File: config.mk
export PLATFORM = sky130hd
export DESIGN_NAME = vnet_local_inject_arbiter_flat
export DESIGN_NICKNAME = d
export VERILOG_FILES = /design/src/rtl/rvh_noc_pkg.sv /design/src/rtl/vnet_local_inject_arbiter_pkg.sv /design/src/rtl/vnet_local_inject_arbiter_if.sv /design/src/rtl/vnet_rr_arbiter.sv /design/src/rtl/vnet_local_inject_arbiter.sv /design/src/flat_wrapper.sv
export SDC_FILE = /design/constraint.sdc
export NUM_CORES = 1
export LEC_CHECK = 0
export BUFFER_PORTS_ARGS = -buffer_cell sky130_fd_sc_hd__clkbuf_2
export CELL_PAD_IN_SITES_DETAIL_PLACEMENT = 1
export CELL_PAD_IN_SITES_GLOBAL_PLACEMENT = 1
export CORE_ASPECT_RATIO = 1.5
export CORE_MARGIN = 10
export CORE_UTILIZATION = 29
export DETAILED_ROUTE_END_ITERATION = 6
export PLACE_DENSITY_LB_ADDON = 0.1
export SLEW_MARGIN = 0
export SYNTH_ARGS = -nofsm -noshare
export SYNTH_HDL_FRONTEND = slang
export SYNTH_SLANG_ARGS = --single-unit
File: constraint.sdc
create_clock -name clk -period 4.4 [get_ports clk]
set_input_delay 0 -clock clk [delete_from_list [all_inputs] [get_ports clk]]
set_output_delay 0 -clock clk [all_outputs]
set_load 0.02 [all_outputs]
File: src/rtl/rvh_noc_pkg.sv
// Shared NoC types used by the local-port injection logic.
package rvh_noc_pkg;

   localparam int VC_ID_NUM_MAX_W = 3;

   typedef logic [31:0] flit_payload_t;
   typedef logic [2:0]  io_port_t;

endpackage

File: src/rtl/vnet_local_inject_arbiter_pkg.sv
// Constants and FSM state type for the local-port injection arbiter.
package vnet_local_inject_arbiter_pkg;

   localparam int VC_DEPTH_MAX = 4;
   localparam int CRD_W        = $clog2(VC_DEPTH_MAX + 1);

   typedef enum logic [0:0] {
      ST_IDLE   = 1'b0,
      ST_LOCKED = 1'b1
   } inject_state_e;

endpackage

File: src/rtl/vnet_local_inject_arbiter_if.sv
// Requester-side flit bus, router-side tx/credit signals and debug taps of the injection arbiter.
interface vnet_local_inject_arbiter_if
   import rvh_noc_pkg::*;
   import vnet_local_inject_arbiter_pkg::*;
#(
   parameter int REQ_NUM = 4,
   parameter int VC_NUM  = 4,
   parameter int VC_ID_W = VC_ID_NUM_MAX_W
);
   // Handshake: flit r transfers in a cycle where req_v_i[r] && req_rdy_o[r]; a requester keeps
   // its flit fields stable until then, and req_rdy_o is never high for a non-valid requester.
   logic [REQ_NUM-1:0] req_v_i;
   logic [REQ_NUM-1:0] req_rdy_o;
   flit_payload_t      req_flit_i  [REQ_NUM];
   logic [REQ_NUM-1:0] req_head_i;
   logic [REQ_NUM-1:0] req_tail_i;
   logic [VC_ID_W-1:0] req_vc_id_i [REQ_NUM];
   io_port_t           req_lar_i   [REQ_NUM];

   logic               tx_flit_pend_o;
   logic               tx_flit_v_o;
   flit_payload_t      tx_flit_o;
   logic [VC_ID_W-1:0] tx_flit_vc_id_o;
   io_port_t           tx_flit_look_ahead_routing_o;

   logic               rx_lcrd_v_i;
   logic [VC_ID_W-1:0] rx_lcrd_id_i;
   logic               credit_err_o;

   inject_state_e      dbg_state;
   logic [CRD_W-1:0]   dbg_credit [VC_NUM];

   modport master (
      output req_v_i, req_flit_i, req_head_i, req_tail_i, req_vc_id_i, req_lar_i,
      output rx_lcrd_v_i, rx_lcrd_id_i,
      input  req_rdy_o, tx_flit_pend_o, tx_flit_v_o, tx_flit_o, tx_flit_vc_id_o,
      input  tx_flit_look_ahead_routing_o, credit_err_o, dbg_state, dbg_credit
   );

   modport slave (
      input  req_v_i, req_flit_i, req_head_i, req_tail_i, req_vc_id_i, req_lar_i,
      input  rx_lcrd_v_i, rx_lcrd_id_i,
      output req_rdy_o, tx_flit_pend_o, tx_flit_v_o, tx_flit_o, tx_flit_vc_id_o,
      output tx_flit_look_ahead_routing_o, credit_err_o, dbg_state, dbg_credit
   );

endinterface

File: src/rtl/vnet_rr_arbiter.sv
// Round-robin pick: first set request at or after ptr, wrapping modulo N.
module vnet_rr_arbiter #(
   parameter int N     = 4,
   parameter int IDX_W = (N > 1) ? $clog2(N) : 1
) (
   input  logic [N-1:0]     req,
   input  logic [IDX_W-1:0] ptr,
   input  logic             en,
   output logic [N-1:0]     gnt,
   output logic [IDX_W-1:0] gnt_idx,
   output logic             gnt_v
);

   logic [IDX_W-1:0] idx;

   always_comb begin
      gnt     = '0;
      gnt_idx = '0;
      gnt_v   = 1'b0;
      idx     = '0;
      if (en) begin
         for (int i = 0; i < N; i++) begin
            idx = IDX_W'((int'(ptr) + i) % N);
            if (!gnt_v && req[idx]) begin
               gnt_v    = 1'b1;
               gnt_idx  = idx;
               gnt[idx] = 1'b1;
            end
         end
      end
   end

endmodule

File: src/rtl/vnet_local_inject_arbiter.sv
// Wormhole-aware round-robin sharing of one router local input port, with per-VC credit tracking.
module vnet_local_inject_arbiter
   import rvh_noc_pkg::*;
   import vnet_local_inject_arbiter_pkg::*;
#(
   parameter int REQ_NUM  = 4,
   parameter int VC_NUM   = 4,
   parameter int VC_DEPTH = 4,
   parameter int VC_ID_W  = VC_ID_NUM_MAX_W
) (
   input logic clk,
   input logic rstn,
   vnet_local_inject_arbiter_if.slave bus
);

   localparam int               IDX_W    = (REQ_NUM > 1) ? $clog2(REQ_NUM) : 1;
   localparam int               VCI_W    = (VC_NUM > 1) ? $clog2(VC_NUM) : 1;
   localparam logic [CRD_W-1:0] CRD_FULL = CRD_W'(VC_DEPTH);
   localparam logic [VC_ID_W:0] VC_LIMIT = (VC_ID_W + 1)'(VC_NUM);

   inject_state_e      state_q, state_d;
   logic [IDX_W-1:0]   owner_q, rr_ptr_q;
   logic [CRD_W-1:0]   cred_q [VC_NUM];
   logic [CRD_W-1:0]   cred_d [VC_NUM];
   logic               err_q, err_d;
   logic [REQ_NUM-1:0] elig, arb_req, arb_gnt, rdy;
   logic [IDX_W-1:0]   arb_idx, acc_idx;
   logic               arb_v, acc_v, acc_tail;
   logic [VC_ID_W-1:0] acc_vc;
   logic [VC_NUM-1:0]  crd_inc, crd_dec;

   logic               tx_v_q;
   flit_payload_t      tx_flit_q;
   logic [VC_ID_W-1:0] tx_vc_q;
   io_port_t           tx_lar_q;

   // Eligibility uses only the registered counters; a credit returned now helps next cycle.
   always_comb begin
      elig    = '0;
      arb_req = '0;
      for (int r = 0; r < REQ_NUM; r++) begin
         elig[r]    = bus.req_v_i[r] && ({1'b0, bus.req_vc_id_i[r]} < VC_LIMIT) &&
                      (cred_q[bus.req_vc_id_i[r][VCI_W-1:0]] != '0);
         arb_req[r] = elig[r] && bus.req_head_i[r];
      end
   end

   vnet_rr_arbiter #(.N(REQ_NUM), .IDX_W(IDX_W)) u_rr (
      .req     (arb_req),
      .ptr     (rr_ptr_q),
      .en      (state_q == ST_IDLE),
      .gnt     (arb_gnt),
      .gnt_idx (arb_idx),
      .gnt_v   (arb_v)
   );

   always_ff @(posedge clk or negedge rstn) begin
      if (!rstn) begin
         state_q  <= ST_IDLE;
         owner_q  <= '0;
         rr_ptr_q <= '0;
      end else begin
         state_q <= state_d;
         if (acc_v) owner_q <= acc_idx;
         if (acc_v && acc_tail)
            rr_ptr_q <= (acc_idx == IDX_W'(REQ_NUM - 1)) ? '0 : acc_idx + 1'b1;
      end
   end

   always_comb begin
      state_d = state_q;
      case (state_q)
         ST_IDLE:   if (acc_v && !acc_tail) state_d = ST_LOCKED;
         ST_LOCKED: if (acc_v && acc_tail)  state_d = ST_IDLE;
         default:   state_d = ST_IDLE;
      endcase
   end

   always_comb begin
      rdy     = '0;
      acc_idx = owner_q;
      acc_v   = 1'b0;
      case (state_q)
         ST_IDLE: begin
            rdy     = arb_gnt;
            acc_idx = arb_idx;
            acc_v   = arb_v;
         end
         ST_LOCKED: begin
            if (elig[owner_q]) begin
               rdy[owner_q] = 1'b1;
               acc_v        = 1'b1;
            end
         end
         default: ;
      endcase
   end

   assign acc_tail = bus.req_tail_i[acc_idx];
   assign acc_vc   = bus.req_vc_id_i[acc_idx];

   // A send and a return on the same VC cancel; a return into a full counter is dropped and flagged.
   always_comb begin
      err_d   = err_q;
      crd_inc = '0;
      crd_dec = '0;
      if (state_q == ST_IDLE && |(bus.req_v_i & ~bus.req_head_i)) err_d = 1'b1;
      if (bus.rx_lcrd_v_i && ({1'b0, bus.rx_lcrd_id_i} >= VC_LIMIT)) err_d = 1'b1;
      for (int v = 0; v < VC_NUM; v++) begin
         cred_d[v]  = cred_q[v];
         crd_dec[v] = acc_v && (acc_vc == VC_ID_W'(v));
         crd_inc[v] = bus.rx_lcrd_v_i && (bus.rx_lcrd_id_i == VC_ID_W'(v));
         if (crd_inc[v] && !crd_dec[v]) begin
            if (cred_q[v] == CRD_FULL) err_d = 1'b1;
            else cred_d[v] = cred_q[v] + 1'b1;
         end else if (crd_dec[v] && !crd_inc[v]) begin
            cred_d[v] = cred_q[v] - 1'b1;
         end
      end
   end

   always_ff @(posedge clk or negedge rstn) begin
      if (!rstn) begin
         for (int v = 0; v < VC_NUM; v++) cred_q[v] <= CRD_FULL;
         err_q     <= 1'b0;
         tx_v_q    <= 1'b0;
         tx_flit_q <= '0;
         tx_vc_q   <= '0;
         tx_lar_q  <= '0;
      end else begin
         cred_q <= cred_d;
         err_q  <= err_d;
         tx_v_q <= acc_v;
         if (acc_v) begin
            tx_flit_q <= bus.req_flit_i[acc_idx];
            tx_vc_q   <= acc_vc;
            tx_lar_q  <= bus.req_lar_i[acc_idx];
         end
      end
   end

   assign bus.req_rdy_o                    = rdy;
   assign bus.tx_flit_pend_o               = |bus.req_v_i;
   assign bus.tx_flit_v_o                  = tx_v_q;
   assign bus.tx_flit_o                    = tx_flit_q;
   assign bus.tx_flit_vc_id_o              = tx_vc_q;
   assign bus.tx_flit_look_ahead_routing_o = tx_lar_q;
   assign bus.credit_err_o                 = err_q;
   assign bus.dbg_state                    = state_q;
   assign bus.dbg_credit                   = cred_q;

endmodule

File: src/flat_wrapper.sv
// flat-port wrapper written by rule: the top's interface ports become plain ports
module vnet_local_inject_arbiter_flat import rvh_noc_pkg::*; import vnet_local_inject_arbiter_pkg::*;
#(
   parameter int REQ_NUM  = 4,
   parameter int VC_NUM   = 4,
   parameter int VC_DEPTH = 4,
   parameter int VC_ID_W  = VC_ID_NUM_MAX_W
)
  (clk, rstn, bus_req_v_i, bus_req_flit_i, bus_req_head_i, bus_req_tail_i, bus_req_vc_id_i, bus_req_lar_i, bus_rx_lcrd_v_i, bus_rx_lcrd_id_i, bus_req_rdy_o, bus_tx_flit_pend_o, bus_tx_flit_v_o, bus_tx_flit_o, bus_tx_flit_vc_id_o, bus_tx_flit_look_ahead_routing_o, bus_credit_err_o, bus_dbg_state, bus_dbg_credit);
  vnet_local_inject_arbiter_if #(.REQ_NUM(REQ_NUM), .VC_NUM(VC_NUM), .VC_ID_W(VC_ID_W)) bus_i ();
  input logic clk;
  input logic rstn;
  input wire logic [$bits(bus_i.req_v_i)-1:0] bus_req_v_i;
  input wire logic [$bits(bus_i.req_flit_i)-1:0] bus_req_flit_i;
  input wire logic [$bits(bus_i.req_head_i)-1:0] bus_req_head_i;
  input wire logic [$bits(bus_i.req_tail_i)-1:0] bus_req_tail_i;
  input wire logic [$bits(bus_i.req_vc_id_i)-1:0] bus_req_vc_id_i;
  input wire logic [$bits(bus_i.req_lar_i)-1:0] bus_req_lar_i;
  input wire logic [$bits(bus_i.rx_lcrd_v_i)-1:0] bus_rx_lcrd_v_i;
  input wire logic [$bits(bus_i.rx_lcrd_id_i)-1:0] bus_rx_lcrd_id_i;
  output wire logic [$bits(bus_i.req_rdy_o)-1:0] bus_req_rdy_o;
  output wire logic [$bits(bus_i.tx_flit_pend_o)-1:0] bus_tx_flit_pend_o;
  output wire logic [$bits(bus_i.tx_flit_v_o)-1:0] bus_tx_flit_v_o;
  output wire logic [$bits(bus_i.tx_flit_o)-1:0] bus_tx_flit_o;
  output wire logic [$bits(bus_i.tx_flit_vc_id_o)-1:0] bus_tx_flit_vc_id_o;
  output wire logic [$bits(bus_i.tx_flit_look_ahead_routing_o)-1:0] bus_tx_flit_look_ahead_routing_o;
  output wire logic [$bits(bus_i.credit_err_o)-1:0] bus_credit_err_o;
  output wire logic [$bits(bus_i.dbg_state)-1:0] bus_dbg_state;
  output wire logic [$bits(bus_i.dbg_credit)-1:0] bus_dbg_credit;
  assign bus_i.req_v_i = bus_req_v_i;
  assign bus_i.req_flit_i = {>>{bus_req_flit_i}};
  assign bus_i.req_head_i = bus_req_head_i;
  assign bus_i.req_tail_i = bus_req_tail_i;
  assign bus_i.req_vc_id_i = {>>{bus_req_vc_id_i}};
  assign bus_i.req_lar_i = {>>{bus_req_lar_i}};
  assign bus_i.rx_lcrd_v_i = bus_rx_lcrd_v_i;
  assign bus_i.rx_lcrd_id_i = bus_rx_lcrd_id_i;
  assign bus_req_rdy_o = bus_i.req_rdy_o;
  assign bus_tx_flit_pend_o = bus_i.tx_flit_pend_o;
  assign bus_tx_flit_v_o = bus_i.tx_flit_v_o;
  assign bus_tx_flit_o = bus_i.tx_flit_o;
  assign bus_tx_flit_vc_id_o = bus_i.tx_flit_vc_id_o;
  assign bus_tx_flit_look_ahead_routing_o = bus_i.tx_flit_look_ahead_routing_o;
  assign bus_credit_err_o = bus_i.credit_err_o;
  assign bus_dbg_state = bus_i.dbg_state;
  assign bus_dbg_credit = {>>{bus_i.dbg_credit}};
  vnet_local_inject_arbiter #(.REQ_NUM(REQ_NUM), .VC_NUM(VC_NUM), .VC_DEPTH(VC_DEPTH), .VC_ID_W(VC_ID_W)) u_core (.clk(clk), .rstn(rstn), .bus(bus_i));
endmodule
==> flow_metrics.tcl <==
set metrics [dict create \
    setup_violations 0 \
    skew_ps 7.842 \
    die_h_microns 178.8 \
    start_kind "register" \
    routed_wl_mm 21.60 \
    start_util 0.2934 \
    coreArea_sq_mm 0.01662 \
    synthCells 692 \
    yosys_warnings 0 \
    drv_cap 0 \
    worst_ep_arrival_time_ps 4430 \
    clk_pin_slew_ps 50 \
    grt.met2_usage 0.3594 \
    fmax_mhz 239.5 \
    relSlewSlack 0.2865 \
    cts.sinks 57 \
    clock_latency_ps 330 \
    hold_viol 0 \
    synth-edff-count 0 \
    synthArstFlopShare 1.000 \
    nets 1087 \
    synth-seq-cells 57 \
    syn-cell-area_sq_mm 0.004876 \
    grt_max_degree 80 \
    power_density_mw_per_mm2 860.3 \
    synth_flop_cell "dfrtp_1" \
    area_growth_pct 36.13 \
    cts_buffers 9 \
    firstDrtPassIters 4 \
    clock_path_buffers 2 \
    first_global_vias 6487 \
    p_leak_nw 3.153 \
    hold_class "in2reg" \
    power_mw 5.710 \
    crit_type "reg2reg" \
    antenna_left 0 \
    cp_cell_sequence "nor3_2 > buf_4 > a22o_1 > or3b_4 > o22a_2 > xnor2_1 > nor3_2 > o32a_4 > a311o_1 > a31oi_2 > inv_1 > fa_1 > o31a_1 > a211o_1" \
    finalCritPeriodShare 0.9488 \
    worst_pin_slew_ps 1062 \
    crit_slowest_cell "dfstp_2" \
    die-area_sq_mm 0.02251 \
    ios 228 \
    h-tree-depth 3 \
    yosysSeqAreaShare 0.2936 \
    grt_busiest_layer "met2" \
    cp_max_fo 12 \
    port_buffers 227 \
    drive_gt1_frac 0.3253 \
    cts_root_buffer "clkbuf_16" \
    vias 5864 \
    place.gp.congestion 0.8737 \
    grt_pass1_wl_mm 34.05 \
    initialDrtViolationCount 287 \
    grtUsageTotal 0.1852 \
    syn_nets 870 \
    drcViolationCount 0 \
    tns_ps 0 \
    dpl.hpwl_mm 17.39 \
    antenna_found_initial 1 \
    rsz0062_at_grt "false" \
    outcome "finished, final reports clean" \
    wl_per_cell_microns 19.21 \
    cp-end-kind "register" \
    grtUsageMet3 0.05682 \
    crit_top_cell "nor3_2" \
    viasPerCell 5.217 \
    cts_tree "yes" \
    final_cells 1124 \
    maxSlewViolCount 0 \
    grtUsageMet1 0.1849 \
    cpPeakStageDelay_ps 590 \
    row_count 58 \
    synth.distinct_cells 77 \
    grt-ovfl-total 0 \
    irDropWorstVdd_v 0.0004369 \
    syn_avg_cell_area_sq_um 7.046 \
    fin_crit_ps 4175 \
    required_ps 4660 \
    die_w_microns 125.9 \
    placed_cells 1104 \
]
==> synth_stat cells (all sizes together), types with 7 or more instances <==
| cell type | count | share of area |
|---|---|---|
| nand2 | 139 | 0.11 |
| nor2 | 130 | 0.10 |
| o21ai | 88 | 0.092 |
| dfrtp | 53 | 0.27 |
| nand3 | 43 | 0.044 |
| clkbuf | 21 | 0.016 |
| buf | 20 | 0.020 |
| inv | 20 | 0.015 |
| nand2b | 9 | 0.012 |
| nor3 | 8 | 0.012 |
| o211ai | 8 | 0.013 |
| a31oi | 7 | 0.0090 |
| mux2i | 7 | 0.014 |
| nor2b | 7 | 0.0090 |
==> layer usage <==
metal,wire length (microns),vias to the layer above
met4,375,0
met5,0,-
li1,-,2864
met1,7784,2822
met3,1400,21
met2,12040,157
==> critical path: cells and delay by family (launching register included) <==
family,cells,cell delay (ps)
buffers and inverters,2,240
DFF,1,590
AOI/OAI and AO/OA,7,2080
and+or+nand+nor,3,570
adders and majority gates,1,400
xor gates and xnor gates,1,200
==> worst paths after layout <==
kind / start / to / slack (ps) / cells past startpoint
setup / recovery: u_core.bus.dbg_credit[8] / u_core.bus.dbg_credit[2] / 230 / 14
hold / removal: bus_req_flit_i[25] / u_core.bus.tx_flit_o[25] / 30 / 5
setup reg to reg: u_core.bus.dbg_credit[8] / u_core.bus.dbg_credit[2] / 230 / 14
hold reg to reg: u_core.bus.tx_flit_o[25] / u_core.bus.tx_flit_o[25] / 480 / 2
max in group asynchronous: rstn / u_core.bus.tx_flit_o[11] / 3530 / 3
min in group asynchronous: rstn / u_core.bus.dbg_credit[9] / 340 / 3
==> per-stage QoR <==
stage          worst slack, ps  utilization  hold slack, ps  area [sq um]
2_1_floorplan            282.9            -          -295.6          4876
3_3_place_gp             116.0       0.3751           198.4          6233
3_5_place_dp            -21.64       0.3751           206.1          6233
4_1_cts                  33.98       0.3919           35.35          6513
5_1_grt                  4.567       0.3994           50.31          6638
6_report                 225.5       0.3994           31.88          6638
==> what timing repair did <==
item	4_1_cts	5_1_grt
setup buffers	0	3
pin swaps	1	1
endpoints found under the hold margin	53	0
gates resized for setup	1	14
hold buffers	1	0
setup endpoints to repair	1	4
==> placed cells by master (no fill, tap or decap), drive strengths merged, types with 5 or more instances in the layout <==
cell and n:
inv 20, buf 20, dfrtp 53, o21ai 88
and2 6, a311o 5, a31oi 7, o211ai 8
a221oi 5, nor2 130, nand3 43, a21oi 6
nand2b 9, nor3 8, nor2b 7, a22oi 6
and3 5, mux2i 7, clkbuf 237, nand2 139
==> power by group <==
part,switching (mW),internal [mW]
Combinational,2.64,1.35
Sequential,0.272,0.829
Clock,0.236,0.388
==> state kept, by name (all words and copies together) (netlist names), named ones only <==
signal,flops
u_core.bus.tx_flit_look_ahead_routing_o,3
u_core.bus.dbg_credit,12
u_core.rr_ptr_q,2
u_core.owner_q,2
u_core.bus.tx_flit_v_o,1
u_core.bus.credit_err_o,1
u_core.bus.tx_flit_o,32
u_core.bus.tx_flit_vc_id_o,3
==> layout make-up <==
cell class	instances	area, sq um
fill	2200	9981
multi-input combinational	574	3302
sequential	57	1431
timing repair buffer	247	1301
tap	210	262.8
clock buffer	11	242.7
inverter	20	75.07
clock inverter	4	20.02
antenna	1	2.502
==> cells by family (layout without fill, tap and decap cells) <==
logic type / count (synthesis) / in the layout / share of synthesized area
buf+inv: 61 / 282 / 0.05184
flops: 57 / 57 / 0.2936
compound gates: 177 / 177 / 0.2533
xor+xnor: 5 / 5 / 0.008983
fa+ha+maj: 8 / 8 / 0.02669
other cells: 0 / 1 / 0
simple gates: 375 / 375 / 0.3444
mux: 9 / 9 / 0.02130
Note: power is estimated with default switching activity, not from simulation.
